==> src/rtl/quidditch_pkg.sv <==
// Shared pitch constants, coordinate/state types and the wall-bounce step helper.
package quidditch_pkg;

  localparam int unsigned DEF_FIELD_LEFT   = 144;
  localparam int unsigned DEF_FIELD_RIGHT  = 660;
  localparam int unsigned DEF_FIELD_TOP    = 35;
  localparam int unsigned DEF_FIELD_BOTTOM = 515;

  typedef logic [9:0] coord_t;

  typedef enum logic [1:0] {
    ROAM    = 2'd0,
    HIT     = 2'd1,
    RESPAWN = 2'd2
  } bludger_state_t;

  // One axis of ball motion: up=1 means the coordinate is increasing.
  typedef struct packed {
    logic   up;
    coord_t pos;
  } axis_t;

  // Reflect at the wall in the same step that reaches it, otherwise keep moving.
  function automatic axis_t axis_step(axis_t cur, coord_t lo, coord_t hi);
    axis_t nxt;
    nxt = cur;
    if (cur.up && cur.pos == hi) begin
      nxt.up  = 1'b0;
      nxt.pos = cur.pos - coord_t'(1);
    end else if (!cur.up && cur.pos == lo) begin
      nxt.up  = 1'b1;
      nxt.pos = cur.pos + coord_t'(1);
    end else if (cur.up) begin
      nxt.pos = cur.pos + coord_t'(1);
    end else begin
      nxt.pos = cur.pos - coord_t'(1);
    end
    return nxt;
  endfunction

endpackage

==> src/rtl/bludger_controller_if.sv <==
// Bludger <-> player controller link: ball position, hit handshake and hit counter.
interface bludger_controller_if;
  import quidditch_pkg::*;

  coord_t     player_hor_pos;
  logic       clean_bludge;
  coord_t     ball_x;
  coord_t     ball_y;
  logic       bludged;
  logic [3:0] hit_count;

  modport master (
    input  player_hor_pos, clean_bludge,
    output ball_x, ball_y, bludged, hit_count
  );

  modport slave (
    output player_hor_pos, clean_bludge,
    input  ball_x, ball_y, bludged, hit_count
  );
endinterface

==> src/rtl/circle_overlap.sv <==
// Registered strict-overlap test of two circles given their centres and radius sum.
module circle_overlap
  import quidditch_pkg::*;
(
  input  logic       clk,
  input  logic       rst_n,
  input  coord_t     a_x,
  input  coord_t     a_y,
  input  coord_t     b_x,
  input  coord_t     b_y,
  input  logic [7:0] radius_sum,
  output logic       overlap
);

  logic signed [10:0] ddx, ddy;
  logic [9:0]         mag_x, mag_y;
  logic [20:0]        sq_x, sq_y;
  logic [21:0]        dist_sq, limit_sq;

  always_comb begin
    ddx      = $signed({1'b0, a_x}) - $signed({1'b0, b_x});
    ddy      = $signed({1'b0, a_y}) - $signed({1'b0, b_y});
    mag_x    = ddx[10] ? 10'(-ddx) : ddx[9:0];
    mag_y    = ddy[10] ? 10'(-ddy) : ddy[9:0];
    sq_x     = 21'(mag_x) * 21'(mag_x);
    sq_y     = 21'(mag_y) * 21'(mag_y);
    dist_sq  = 22'(sq_x) + 22'(sq_y);
    limit_sq = 22'(radius_sum) * 22'(radius_sum);
  end

  always_ff @(posedge clk or negedge rst_n) begin
    if (!rst_n) begin
      overlap <= 1'b0;
    end else begin
      overlap <= (dist_sq < limit_sq);
    end
  end

endmodule

==> src/rtl/bludger_controller.sv <==
// Bludger top: roaming/bouncing motion, hit detection on the tracked player, freeze and respawn.
module bludger_controller
  import quidditch_pkg::*;
#(
  parameter int unsigned BALL_RADIUS        = 12,
  parameter int unsigned PLAYER_RADIUS      = 25,
  parameter int unsigned PLAYER_VER_POS     = 450,
  parameter int unsigned INITIAL_X          = 400,
  parameter int unsigned INITIAL_Y          = 100,
  parameter int unsigned MOVEMENT_FREQUENCY = 200000,
  parameter int unsigned FIELD_LEFT         = DEF_FIELD_LEFT,
  parameter int unsigned FIELD_RIGHT        = DEF_FIELD_RIGHT,
  parameter int unsigned FIELD_TOP          = DEF_FIELD_TOP,
  parameter int unsigned FIELD_BOTTOM       = DEF_FIELD_BOTTOM
) (
  input logic                  clk,
  input logic                  rst_n,
  bludger_controller_if.master bus
);

  localparam int unsigned CntW   = $clog2(MOVEMENT_FREQUENCY);
  localparam logic [CntW-1:0] CntMax = CntW'(MOVEMENT_FREQUENCY - 1);
  localparam coord_t XMin  = coord_t'(FIELD_LEFT + BALL_RADIUS);
  localparam coord_t XMax  = coord_t'(FIELD_RIGHT - BALL_RADIUS);
  localparam coord_t YMin  = coord_t'(FIELD_TOP + BALL_RADIUS);
  localparam coord_t YMax  = coord_t'(FIELD_BOTTOM - BALL_RADIUS);
  localparam coord_t InitX = coord_t'(INITIAL_X);
  localparam coord_t InitY = coord_t'(INITIAL_Y);
  localparam coord_t PlayerY = coord_t'(PLAYER_VER_POS);
  localparam logic [7:0] RadiusSum = 8'(PLAYER_RADIUS + BALL_RADIUS);

  bludger_state_t  state_q, state_d;
  logic [CntW-1:0] cnt_q, cnt_d;
  axis_t           ax_q, ax_d, ay_q, ay_d;
  logic [3:0]      hc_q, hc_d;
  logic            fresh_q, fresh_d;
  logic            hit_q;

  circle_overlap u_overlap (
    .clk        (clk),
    .rst_n      (rst_n),
    .a_x        (ax_q.pos),
    .a_y        (ay_q.pos),
    .b_x        (bus.player_hor_pos),
    .b_y        (PlayerY),
    .radius_sum (RadiusSum),
    .overlap    (hit_q)
  );

  always_comb begin
    state_d = state_q;
    cnt_d   = cnt_q;
    ax_d    = ax_q;
    ay_d    = ay_q;
    hc_d    = hc_q;
    fresh_d = (state_q == RESPAWN);
    unique case (state_q)
      ROAM: begin
        if (cnt_q == CntMax) begin
          cnt_d = '0;
          ax_d  = axis_step(ax_q, XMin, XMax);
          ay_d  = axis_step(ay_q, YMin, YMax);
        end else begin
          cnt_d = cnt_q + 1'b1;
        end
        // hit_q in the first ROAM cycle still reflects the pre-respawn position.
        if (hit_q && !fresh_q) begin
          state_d = HIT;
          if (hc_q != 4'hf) hc_d = hc_q + 4'd1;
        end
      end
      HIT: begin
        if (bus.clean_bludge) state_d = RESPAWN;
      end
      RESPAWN: begin
        ax_d.pos = InitX;
        ax_d.up  = ~ax_q.up;
        ay_d.pos = InitY;
        cnt_d    = '0;
        state_d  = ROAM;
      end
      default: state_d = ROAM;
    endcase
  end

  always_ff @(posedge clk or negedge rst_n) begin
    if (!rst_n) begin
      state_q <= ROAM;
      cnt_q   <= '0;
      ax_q    <= '{up: 1'b1, pos: InitX};
      ay_q    <= '{up: 1'b1, pos: InitY};
      hc_q    <= 4'd0;
      fresh_q <= 1'b0;
    end else begin
      state_q <= state_d;
      cnt_q   <= cnt_d;
      ax_q    <= ax_d;
      ay_q    <= ay_d;
      hc_q    <= hc_d;
      fresh_q <= fresh_d;
    end
  end

  assign bus.ball_x    = ax_q.pos;
  assign bus.ball_y    = ay_q.pos;
  assign bus.bludged   = (state_q == HIT);
  assign bus.hit_count = hc_q;

endmodule

==> src/flat_wrapper.sv <==
// flat-port wrapper written by rule: the top's interface ports become plain ports
module bludger_controller_flat import quidditch_pkg::*;
#(
  parameter int unsigned BALL_RADIUS        = 12,
  parameter int unsigned PLAYER_RADIUS      = 25,
  parameter int unsigned PLAYER_VER_POS     = 450,
  parameter int unsigned INITIAL_X          = 400,
  parameter int unsigned INITIAL_Y          = 100,
  parameter int unsigned MOVEMENT_FREQUENCY = 200000,
  parameter int unsigned FIELD_LEFT         = DEF_FIELD_LEFT,
  parameter int unsigned FIELD_RIGHT        = DEF_FIELD_RIGHT,
  parameter int unsigned FIELD_TOP          = DEF_FIELD_TOP,
  parameter int unsigned FIELD_BOTTOM       = DEF_FIELD_BOTTOM
)
  (clk, rst_n, bus_player_hor_pos, bus_clean_bludge, bus_ball_x, bus_ball_y, bus_bludged, bus_hit_count);
  bludger_controller_if bus_i ();
  input logic clk;
  input logic rst_n;
  input wire logic [$bits(bus_i.player_hor_pos)-1:0] bus_player_hor_pos;
  input wire logic [$bits(bus_i.clean_bludge)-1:0] bus_clean_bludge;
  output wire logic [$bits(bus_i.ball_x)-1:0] bus_ball_x;
  output wire logic [$bits(bus_i.ball_y)-1:0] bus_ball_y;
  output wire logic [$bits(bus_i.bludged)-1:0] bus_bludged;
  output wire logic [$bits(bus_i.hit_count)-1:0] bus_hit_count;
  assign bus_i.player_hor_pos = bus_player_hor_pos;
  assign bus_i.clean_bludge = bus_clean_bludge;
  assign bus_ball_x = bus_i.ball_x;
  assign bus_ball_y = bus_i.ball_y;
  assign bus_bludged = bus_i.bludged;
  assign bus_hit_count = bus_i.hit_count;
  bludger_controller #(.BALL_RADIUS(BALL_RADIUS), .PLAYER_RADIUS(PLAYER_RADIUS), .PLAYER_VER_POS(PLAYER_VER_POS), .INITIAL_X(INITIAL_X), .INITIAL_Y(INITIAL_Y), .MOVEMENT_FREQUENCY(MOVEMENT_FREQUENCY), .FIELD_LEFT(FIELD_LEFT), .FIELD_RIGHT(FIELD_RIGHT), .FIELD_TOP(FIELD_TOP), .FIELD_BOTTOM(FIELD_BOTTOM)) u_core (.clk(clk), .rst_n(rst_n), .bus(bus_i));
endmodule
==> config.mk <==
export PLATFORM = sky130hd
export DESIGN_NAME = bludger_controller_flat
export DESIGN_NICKNAME = d
export VERILOG_FILES = /design/src/rtl/quidditch_pkg.sv /design/src/rtl/bludger_controller_if.sv /design/src/rtl/circle_overlap.sv /design/src/rtl/bludger_controller.sv /design/src/flat_wrapper.sv
export SDC_FILE = /design/constraint.sdc
export NUM_CORES = 1
export LEC_CHECK = 0
export BUFFER_PORTS_ARGS = -buffer_cell sky130_fd_sc_hd__buf_2
export CORE_MARGIN = 2
export CORE_UTILIZATION = 50
export CTS_CLUSTER_SIZE = 12
export DETAILED_ROUTE_END_ITERATION = 6
export HOLD_SLACK_MARGIN = 0.03
export PLACE_DENSITY = 0.7
export SETUP_SLACK_MARGIN = 0.15
export SLEW_MARGIN = 40
export SYNTH_ARGS = -nofsm -noshare
export SYNTH_HDL_FRONTEND = slang
export SYNTH_SLANG_ARGS = --single-unit
==> constraint.sdc <==
create_clock -name clk -period 10.05 [get_ports clk]
set_input_delay 1.5075 -clock clk [delete_from_list [all_inputs] [get_ports clk]]
set_output_delay 1.5075 -clock clk [all_outputs]
set_load 0.03 [all_outputs]
# Word level (Yosys, flattened, before mapping)

Cells that the tools add are included.

Flip-flop bits (word level): 48
Input bits: 13
Output and inout port bits: 25
Word-level logic and storage cells: 71

Add/subtract/negate cells: 11
Multipliers: 2
$lt $le $gt $ge: 1
Eq/ne operators: 12
Muxes and demuxes: 19
Bitwise operators: 1
Reduce and logical (&&, ||, !) cells: 16

Operators by type and width:

| kind                                                                            | number |
|---|---|
| 10-bit 2-to-1 mux                                                               | 7 |
| 10-bit by 10-bit multiplier with 20-bit output                                  | 2 |
| 18-bit case mux with 2 select lines                                             | 1 |
| 11-bit 2-to-1 mux                                                               | 3 |
| 11-bit case mux with 2 select lines                                             | 1 |
| 20-bit by 20-bit adder with 21-bit output                                       | 1 |
| 21-bit by 11-bit less-than comparator with 1-bit output (second input constant) | 1 |
| 10-bit by 1-bit adder with 10-bit output (second input constant)                | 2 |
| 10-bit negation                                                                 | 2 |
| 10-bit case mux with 2 select lines                                             | 1 |
| 10-bit by 1-bit subtractor with 10-bit output (second input constant)           | 2 |
| 18-bit by 1-bit adder with 18-bit output (second input constant)                | 1 |
| 18-bit equality test (second input constant)                                    | 1 |
| 18-bit 2-to-1 mux                                                               | 1 |
| 10-bit by 10-bit subtractor with 11-bit output                                  | 1 |
| 10-bit by 9-bit subtractor with 11-bit output (second input constant)           | 1 |
| 10-bit equality test (second input constant)                                    | 1 |
| 10-bit by 6-bit equality test with 1-bit output (second input constant)         | 1 |
| 10-bit by 8-bit equality test with 1-bit output (second input constant)         | 1 |
| 10-bit by 9-bit equality test with 1-bit output (second input constant)         | 1 |
| 3-bit AND reduction                                                             | 3 |
| 1-bit logical AND                                                               | 5 |
| 4-bit by 1-bit adder with 4-bit output (second input constant)                  | 1 |
| 2-bit 2-to-1 mux                                                                | 2 |
| 13 further kinds                                                                | 19 |

# Logic depth before layout (Yosys ltp)

Gate-level depths: netlist (run 1).

Depth after elaboration: 6
Gate-level depth with buffers: 35
Mapped depth without buffers: 34

# Modules after synthesis

From an unflattened synthesis (run 1), not the netlist that was laid out.

Cell total of the unflattened synthesis: 1,404
Area total of the unflattened synthesis: 12,057.8 sq um

By module, submodules not included:

| module             | instances | cells an instance | area an instance (sq um) | seq. area each (sq um) |
|---|---|---|---|---|
| circle_overlap     | 1         | 1,050             | 8,921.1                  | 25.0 |
| bludger_controller | 1         | 354               | 3,136.8                  | 1,186.1 |

# Worst setup path before layout (run 1)

No wires, ideal clock.

Kind: input to register
From: input bus_player_hor_pos[4]
To: register u_core.u_overlap.overlap
Library setup time: 0.101 ns
Arrival time: 8.899 ns
Data required time: 9.949 ns
Path slack: 1.050 ns
Cell stages on the path: 29
Path buffers: 1
Path through: inv_1 -> ha_1 -> buf_6 -> a21o_1 -> a31o_1 -> or3_4 -> a211oi_4 -> o2111ai_2 -> o211a_1 -> o21ai_0 -> fa_1 -> fa_1 -> inv_1 -> fa_1 -> fa_1 -> fa_1 -> fa_1 -> inv_1 -> fa_1 -> inv_1 -> ha_1 -> o21a_1 -> o21ai_0 -> a31oi_1 -> o21ai_0 -> nand2_1 -> a21oi_1 -> mux2i_1 -> nor4_1

Cells in the longest elaborated chain, start to end: 6

RTL lines:

| item                                                      | line                 | source |
|---|---|---|
| start, declared                                           | flat_wrapper.sv:19   | `input wire logic [$bits(bus_i.player_hor_pos)-1:0] bus_player_hor_pos;` |
| 10-bit by 10-bit subtractor with 11-bit output *          | circle_overlap.sv:21 | `ddx = $signed({1'b0, a_x}) - $signed({1'b0, b_x});` |
| 10-bit negation                                           | circle_overlap.sv:23 | `mag_x = ddx[10] ? 10'(-ddx) : ddx[9:0];` |
| 10-bit 2-to-1 mux *                                       | circle_overlap.sv:23 |  |
| 10-bit by 10-bit multiplier with 20-bit output *          | circle_overlap.sv:25 | `sq_x = 21'(mag_x) * 21'(mag_x);` |
| 20-bit by 20-bit adder with 21-bit output *               | circle_overlap.sv:27 | `dist_sq = 22'(sq_x) + 22'(sq_y);` |
| 21-bit by 11-bit less-than comparator with 1-bit output * | circle_overlap.sv:35 | `overlap <= (dist_sq < limit_sq);` |
| end signal, assigned                                      | circle_overlap.sv:35 |  |
| end, declared                                             | circle_overlap.sv:12 | `output logic overlap` |

Every way passes the cells marked *; elsewhere a longest branch is shown, timed or not.
A chain may end at the register's enable or synchronous reset.

# Worst setup path after layout (run 1)

Ends and elaborated chain as after synthesis.

==> results.md, run 1 <==
Status:
- The flow ran to the end, and the final reports show no timing, DRC or antenna violations.

Yosys:
- The number of enable-type register cells in the synthesized netlist is 0.
- Yosys printed 0 warnings.
- In the post-synthesis netlist, the cell with the most instances is inv_1.
- After synthesis the netlist holds a flip-flop and latch count of 48.
- The mean instance size in the synthesized netlist is 8.49 µm².
- The mapped netlist covers 0.00969 mm².
- The most used flip-flop cell after synthesis is dfrtp_1.
- By count the netlist is led by 189 x inv_1, 129 x fa_1, 119 x nor2_1.
- The number of cells produced by synthesis is 1141.
- Summing the sequential cell areas from Yosys gives 12.5% of the chip area.
- The area share of the largest cell type after synthesis is 26.7%.
- The number of library cell types mapped by synthesis is 79.
- The number of nets in the synthesized netlist is 1390.
- The proportion of synthesized flip-flops having asynchronous set or reset is 100%.
- After synthesis, the cell types taking the most area are fa_1 27%, ha_1 14%, dfrtp_1 10%.
- The leading area contributor after synthesis is fa_1.

Route:
- The detailed router finished its first iteration with 407 violations.
- The first detailed-routing pass took 5 iterations.
- Across all layers, the routed design uses 7785 vias.
- The number of DRC violations after detailed routing is 0.
- The average routed wire per standard cell is 15.9 µm.
- The via count normalized by instance count is 5.53.
- After detailed routing, the total wire length is 22400 µm.
- The number of routed nets with antenna violations is 0.

Global routing:
- The number of global-route vias before repair is 7843.
- The initial antenna violation count came to 0.
- The first global-routing pass estimated 38000 µm of wire.
- The total routing usage reported by global routing is 23.3%.
- The aggregate global routing overflow is 0.
- The largest net degree at the start of global routing is 49.

Cells and area:
- The final cell count without fillers is 1409.
- The area growth from synthesis to layout is 5.58%.
- In the final design database the tool counted 1397 nets.
- Fill cells in the final layout number 1774.
- Cells with a size suffix above 1 make up 8.53% of the layout.
- The repair_antennas step left the layout with diodes totalling 0.

Worst setup path:
- The category of the most critical setup path is primary input to register.
- Along the worst path, the maximum fanout reaches 11.
- The largest single stage delay on the critical path is 550 ps.
- At the worst endpoint, the required time is 10260 ps.
- Among the stages of the critical path, the cell type that occurs most often is fa_1.
- The worst setup path is captured at a register.
- For the worst setup path, the data arrival time is 9370 ps.
- STA classifies the critical path startpoint as a primary input.
- The cell type of the slowest stage on the worst timing path is fa_1.

Die:
- For this configuration, the core starts out at a cell density of 51.4%.
- The floorplan step defined a die boundary enclosing 0.0205 mm².
- The core region is 0.0188 mm².
- The boundary pin count is 38.
- The floorplan step set the die width to 143 µm.
- The overall die height is 143 µm.
- The floorplan has 50 rows.

Timing:
- The final cycle utilization of the critical path is 91.2%.
- The transition time at the pin with the least slew margin is 797 ps.
- The worst path in the final design needs a cycle of 9160 ps, including I/O delays and setup.
- Setup violations remaining at the end of the flow were counted as 0.
- The number of pins exceeding their max-slew limit in the final report is 0.
- In the final timing run, aggregate negative setup slack is 0 ps.
- Setup repair after global routing left no endpoint under its margin.
- On the final layout, the worst clock skew is 15.1 ps.
- The headroom to the max-slew limit is 46.5%.
- The highest achievable clock rate is 109 MHz.
- The final hold violation count is 0.

Clocking:
- TritonCTS built the clock tree.
- The TritonCTS buffer count is 5.
- The clock latency on the worst-skew pair is 300 ps.
- The tree is rooted in a clkbuf_16.
- The hold-fix buffer count after cts is 0.
- The total number of H-tree levels is 2.
- The number of gates given a new drive strength after cts is 0.
- The clock passes through at most 2 buffers.
- The clock transition at the registers of the reported paths is 80 ps.
- The TritonCTS sink count is 48.
- The setup fix buffers added after clock tree synthesis is 0.

Placed design:
- The total instance count after detailed placement is 1401.
- The number of buffers inserted by port buffering is 37.
- Routability-driven placement finished with a final weighted congestion of 0.935.
- Detailed placement finished with a half-perimeter wire length of 18700 µm.

Job:
- Max-cap violations in this run came to 0.

Hold path:
- The path category of the worst min-delay check is register to register.
## metrics by stage
stage	hold WS, ps	worst slack (ps)	cell area, µm²	util (%)
detailed placement	484	590	10000	53.3
global placement	476	746	10000	53.3
global route	527	322	10200	54.3
floorplan	461	1050	9690	-
CTS	494	891	10200	54.3
finish	494	885	10200	54.3
## path summary, 6_finish.rpt
| check | startpoint | end | slack, ps | depth (start not counted) |
|---|---|---|---|---|
| max | bus_player_hor_pos[4] | u_core.u_overlap.overlap | 890 | 31 |
| min | u_core.ay_q[10] | u_core.ay_q[10] | 490 | 2 |
| max reg2reg | u_core.bus.ball_x[0] | u_core.u_overlap.overlap | 1570 | 31 |
| min reg2reg | u_core.ay_q[10] | u_core.ay_q[10] | 490 | 2 |
| max in group asynchronous | rst_n | u_core.state_q[0] | 8250 | 2 |
| min in group asynchronous | rst_n | u_core.bus.ball_x[2] | 1310 | 2 |
## logic make-up (layout without fill, tap and decap cells)
| logic type | after synthesis | in the layout | share of synthesized area [%] |
|---|---|---|---|
| AND/OR/NAND/NOR | 359 | 359 | 17.7 |
| buffers and inverters | 244 | 252 | 10.3 |
| adder cells (fa/ha/maj) | 236 | 236 | 40.5 |
| AO/OA/AOI/OAI | 192 | 192 | 13.1 |
| XOR/XNOR | 55 | 55 | 5.05 |
| flip-flops | 48 | 48 | 12.5 |
| multiplexers | 7 | 7 | 0.788 |
## cell usage in the layout, fill, tap and decap left out, types with 11 or more instances in the layout
| master | n |
|---|---|
| buf_4 | 16 |
| buf_2 | 37 |
| xor2_1 | 21 |
| fa_1 | 129 |
| nand2b_1 | 16 |
| and3_1 | 11 |
| a31oi_1 | 11 |
| inv_1 | 189 |
| nand2_1 | 83 |
| dfrtp_1 | 39 |
| a21oi_1 | 33 |
| ha_1 | 107 |
| a21o_1 | 20 |
| nor3_1 | 25 |
| nor2_1 | 119 |
| xnor2_1 | 33 |
| o21ai_0 | 69 |
| nand3_1 | 34 |
## flip-flops by register name, summed over array words and instances, names as in the netlist
name                      cells
u_core.cnt_q                 18
u_core.bus.hit_count          4
u_core.ax_q                   1
u_core.state_q                2
u_core.bus.ball_x            10
u_core.u_overlap.overlap      1
u_core.fresh_q                1
u_core.bus.ball_y            10
u_core.ay_q                   1
## routing by layer
layer | track usage, % | up-vias | share of wire [%]
met1 | 32.0 | 3832 | 45
met2 | 39.3 | 161 | 48
met5 | 0 | - | 0
li1 | - | 3749 | -
met3 | 1.64 | 43 | 3.4
met4 | 7.66 | 0 | 3.2
## critical path: cells and delay by family
| family | cells | cell delay (ps) |
|---|---|---|
| adder cells (fa/ha/maj) | 9 | 4200 |
| AO/OA/AOI/OAI | 9 | 1780 |
| AND/OR/NAND/NOR | 6 | 1330 |
| buffers and inverters | 6 | 400 |
| multiplexers | 1 | 150 |
## layout make-up
cell class | count | area (µm²) | area share [%]
Clock inverter | 3 | 68.8 | 0.673
Tap cell | 260 | 325 | 3.18
Multi-Input combinational cell | 849 | 7470 | 73.1
Timing Repair Buffer | 53 | 305 | 2.99
Inverter | 191 | 717 | 7.01
Clock buffer | 5 | 125 | 1.22
Sequential cell | 48 | 1210 | 11.9
Power of run 1 is left out: the tool's default activity adds up to more than one toggle a clock period on the data nets, which glitch-free logic cannot reach.
==> run 2, diff against run 1 <==
--- a/config.mk
+++ b/config.mk
@@ -5,6 +5,7 @@
 export SDC_FILE = /design/constraint.sdc
 export NUM_CORES = 1
 export LEC_CHECK = 0
+export ABC_AREA = 1
 export BUFFER_PORTS_ARGS = -buffer_cell sky130_fd_sc_hd__buf_2
 export CORE_MARGIN = 2
 export CORE_UTILIZATION = 50
==> run 2 against run 1 <==
Final area grew 5.1%. Routed wire length rose by 1.4%. Non-clock buffer count shrank 13. Final cell count is 16% higher. Critical path depth grew 2. Worst setup slack improved by 400 ps. Register-to-register slack improved by 360 ps. Largest cell class unchanged.
==> results.md, run 2 <==
Status:
- The flow ran to the end, and the final reports show no timing, DRC or antenna violations.

Route:
- The number of routed nets with antenna violations is 0 (unchanged).
- The detailed-router iteration count before antenna repair is 5 (unchanged).
- The number of DRC violations after detailed routing is 0 (unchanged).
- The aggregate routed wire length is 22700 µm (+1.4%).
- The via count is 8371 (+7.5%).
- The via count normalized by instance count is 5.12 (-7.3%).
- The number of DRC markers in iteration 0 is 470 (+15%).
- The average routed wire per standard cell is 13.9 µm (-13%).

Hold path:
- The depth of the worst hold-timing path was 1 (-1).
- The path category of the worst min-delay check is register to register.

Clocking:
- The TritonCTS buffer count is 5 (unchanged).
- The CTS tree is built.
- The number of buffers on the longest clock path came to 2 (unchanged).
- The total number of H-tree levels is 2 (unchanged).
- Clock tree synthesis selected as its root buffer the cell clkbuf_16.
- The setup fix buffers added after clock tree synthesis came to 0 (unchanged).
- The TritonCTS sink count was 48 (unchanged).
- The clock transition at the registers of the reported paths is 70 ps (about the same).
- The number of gates given a new drive strength after cts is 0 (unchanged).
- The hold-fix buffer count after cts came to 0 (unchanged).
- The clock latency on the worst-skew pair is 300 ps (about the same).

Yosys:
- The number of enable-type register cells in the synthesized netlist is 0 (unchanged).
- The mean instance size in the synthesized netlist is 7.56 µm² (-11%).
- The area share of the largest cell type after synthesis was 25.2% (-1.4 points).
- Sorting the synthesized cells by area gives the leading types as fa_1 25%, ha_1 13%, inv_1 11%.
- The summed instance area of the synthesized netlist is 0.0102 mm² (+5.7%).
- The number of cells produced by synthesis is 1353 (+19%).
- The flip-flop and latch count after synthesis is 48 (unchanged).
- The most common cell in the synthesized netlist is inv_1.
- The post-synth net total came to 1602 (+15%).
- By count the netlist is led by 301 x inv_1, 239 x nand2_1, 130 x nor2_1.
- The sequential area share after synthesis was 11.8% (-0.67 points).
- The proportion of synthesized flip-flops having asynchronous set or reset is 100% (unchanged).
- The largest total area in the synthesized netlist belongs to fa_1.
- The number of library cell types mapped by synthesis is 52 (-34%).
- The flip-flop cell with the highest count after synthesis is dfrtp_1.
- The total number of yosys warnings is 0 (unchanged).

Die:
- The cell row count is 52 (+4.0%).
- The overall die height was 147 µm (+2.7%).
- The full die area is 0.0216 mm² (+5.5%).
- The horizontal die dimension came to 147 µm (+2.7%).
- The area of the core came to 0.0202 mm² (+7.1%).
- The initial core utilization came to 50.7% (-0.70 points).
- The boundary pin count is 38 (unchanged).

Placed design:
- The number of buffers inserted by port buffering is 37 (unchanged).
- The final estimated routing congestion in global placement came to 0.940 (+0.49%).
- The final HPWL from detailed placement was 19300 µm (+3.0%).

Cells and area:
- The number of nets in the final layout is 1613 (+15%).
- The most frequent standard cell in the layout excluding fill and tap cells is inv_1.
- The number of fillers in the final layout was 1951 (+10%).
- The register with the most flip-flops in the final layout is u_core.cnt_q.
- The area overhead of the layout relative to synthesis is 5.02%.
- The flip-flop count of the largest register, all copies and words added was 18 (unchanged).
- In the layout the commonest cells are 301 x inv_1, 239 x nand2_1, 130 x nor2_1.
- The total inserted antenna cells is 0 (unchanged).
- The fraction of final layout cells sized beyond drive strength 1 is 8.64% (+0.12 points).

Job:
- The total of max-cap violations is 0 (unchanged).

Timing:
- The minimum clock period is 8770 ps (-395 ps).
- The headroom to the max-slew limit was 55.0% (+8.5 points).
- The final hold violation count is 0 (unchanged).
- The setup TNS is 0 ps (unchanged).
- Setup repair after global routing left no endpoint under its margin.
- The largest clock skew in the final design is 11.3 ps (-3.80 ps).
- The final cycle utilization of the critical path is 87.3% (-3.9 points).
- The transition time at the pin with the least slew margin came to 674 ps (-123 ps).
- The number of pins exceeding their max-slew limit in the final report is 0 (unchanged).
- The highest achievable clock rate is 114 MHz (+4.5%).
- The number of endpoints failing setup at the final stage is 0 (unchanged).

Global routing:
- The number of global-route vias before repair was 8519 (+8.6%).
- The initial antenna violation count is 0 (unchanged).
- The total routing usage reported by global routing came to 22.6% (-0.77 points).
- The largest net degree at the start of global routing is 49 (unchanged).
- The met2 layer usage reported by global route is 39.3% (about the same).
- The met1 global-route usage is 30.7% (-1.3 points).
- The aggregate global routing overflow came to 0 (unchanged).
- The first-pass GRT wire length is 40100 µm (+5.4%).
- The met3 routing resource usage after global routing was 2.45% (+0.81 points).
- met2 is the most crowded layer.

Worst setup path:
- The worst setup path is launched from a primary input.
- The required arrival time at the worst endpoint is 10290 ps (+30 ps).
- The category of the most critical setup path is primary input to register.
- The depth of the most critical reg-to-reg path came to 33 (+6.5%).
- The highest fanout seen on the critical path is 11 (unchanged).
- By instance count, the cell type seen most on the critical path is fa_1.
- The stage delay of the slowest cell on the critical path is 550 ps (about the same).
- The slowest stage of the critical path belongs to the cell fa_1.
- The endpoint kind of the worst setup timing path is a register.
- The critical path data arrival time came to 9010 ps (-360 ps).
## run 2: final cells by class
cell class	instances	area (µm²)	share of cell area [%]
Multi-Input combinational cell	948	7590	70.6
Sequential cell	48	1210	11.3
Inverter	321	1210	11.3
Tap cell	270	338	3.14
Timing Repair Buffer	40	208	1.93
Clock buffer	5	125	1.16
Clock inverter	3	68.8	0.640
## run 2: path summary, 6_finish.rpt
check | from | to | slack [ps]
setup / recovery | bus_player_hor_pos[0] | u_core.u_overlap.overlap | 1280
hold / removal | u_core.bus.hit_count[3] | u_core.bus.hit_count[3] | 510
setup reg to reg | u_core.bus.ball_x[0] | u_core.u_overlap.overlap | 1930
hold reg to reg | u_core.bus.hit_count[3] | u_core.bus.hit_count[3] | 510
max in group asynchronous | rst_n | u_core.u_overlap.overlap | 8280
min in group asynchronous | rst_n | u_core.bus.ball_x[6] | 1320
## run 2: kinds of logic after synthesis
group	Yosys count	share of synthesized area, %
AO/OA/AOI/OAI	138	7.84
XOR/XNOR	54	5.54
adder cells (fa/ha/maj)	236	38.3
buffers and inverters	357	14.1
flip-flops	48	11.8
multiplexers	1	0.110
AND/OR/NAND/NOR	519	22.3
## run 2: worst max-delay path: cells and delay by family
kind	cells	cell delay (ps)
AND/OR/NAND/NOR	15	1860
buffers and inverters	6	450
adder cells (fa/ha/maj)	11	4830
AO/OA/AOI/OAI	1	360
## run 2: routing by layer
layer / routed length [µm] / up-vias
met5: 0 / -
met4: 354 / 0
met3: 903 / 18
met2: 11000 / 186
met1: 10400 / 4003
li1: - / 4164
## run 2: metrics by stage
stage	instances	util (%)	worst slack, ps	hold WS (ps)	cell area [µm²]
3_3_place_gp	1627	52.3	1230	488	10500
2_1_floorplan	1353	-	1730	484	10200
6_report	1635	53.3	1280	506	10700
4_1_cts	1635	53.3	1350	504	10700
3_5_place_dp	1627	52.3	1040	489	10600
5_1_grt	1635	53.3	777	539	10700
Power of run 2 is left out for the same reason.
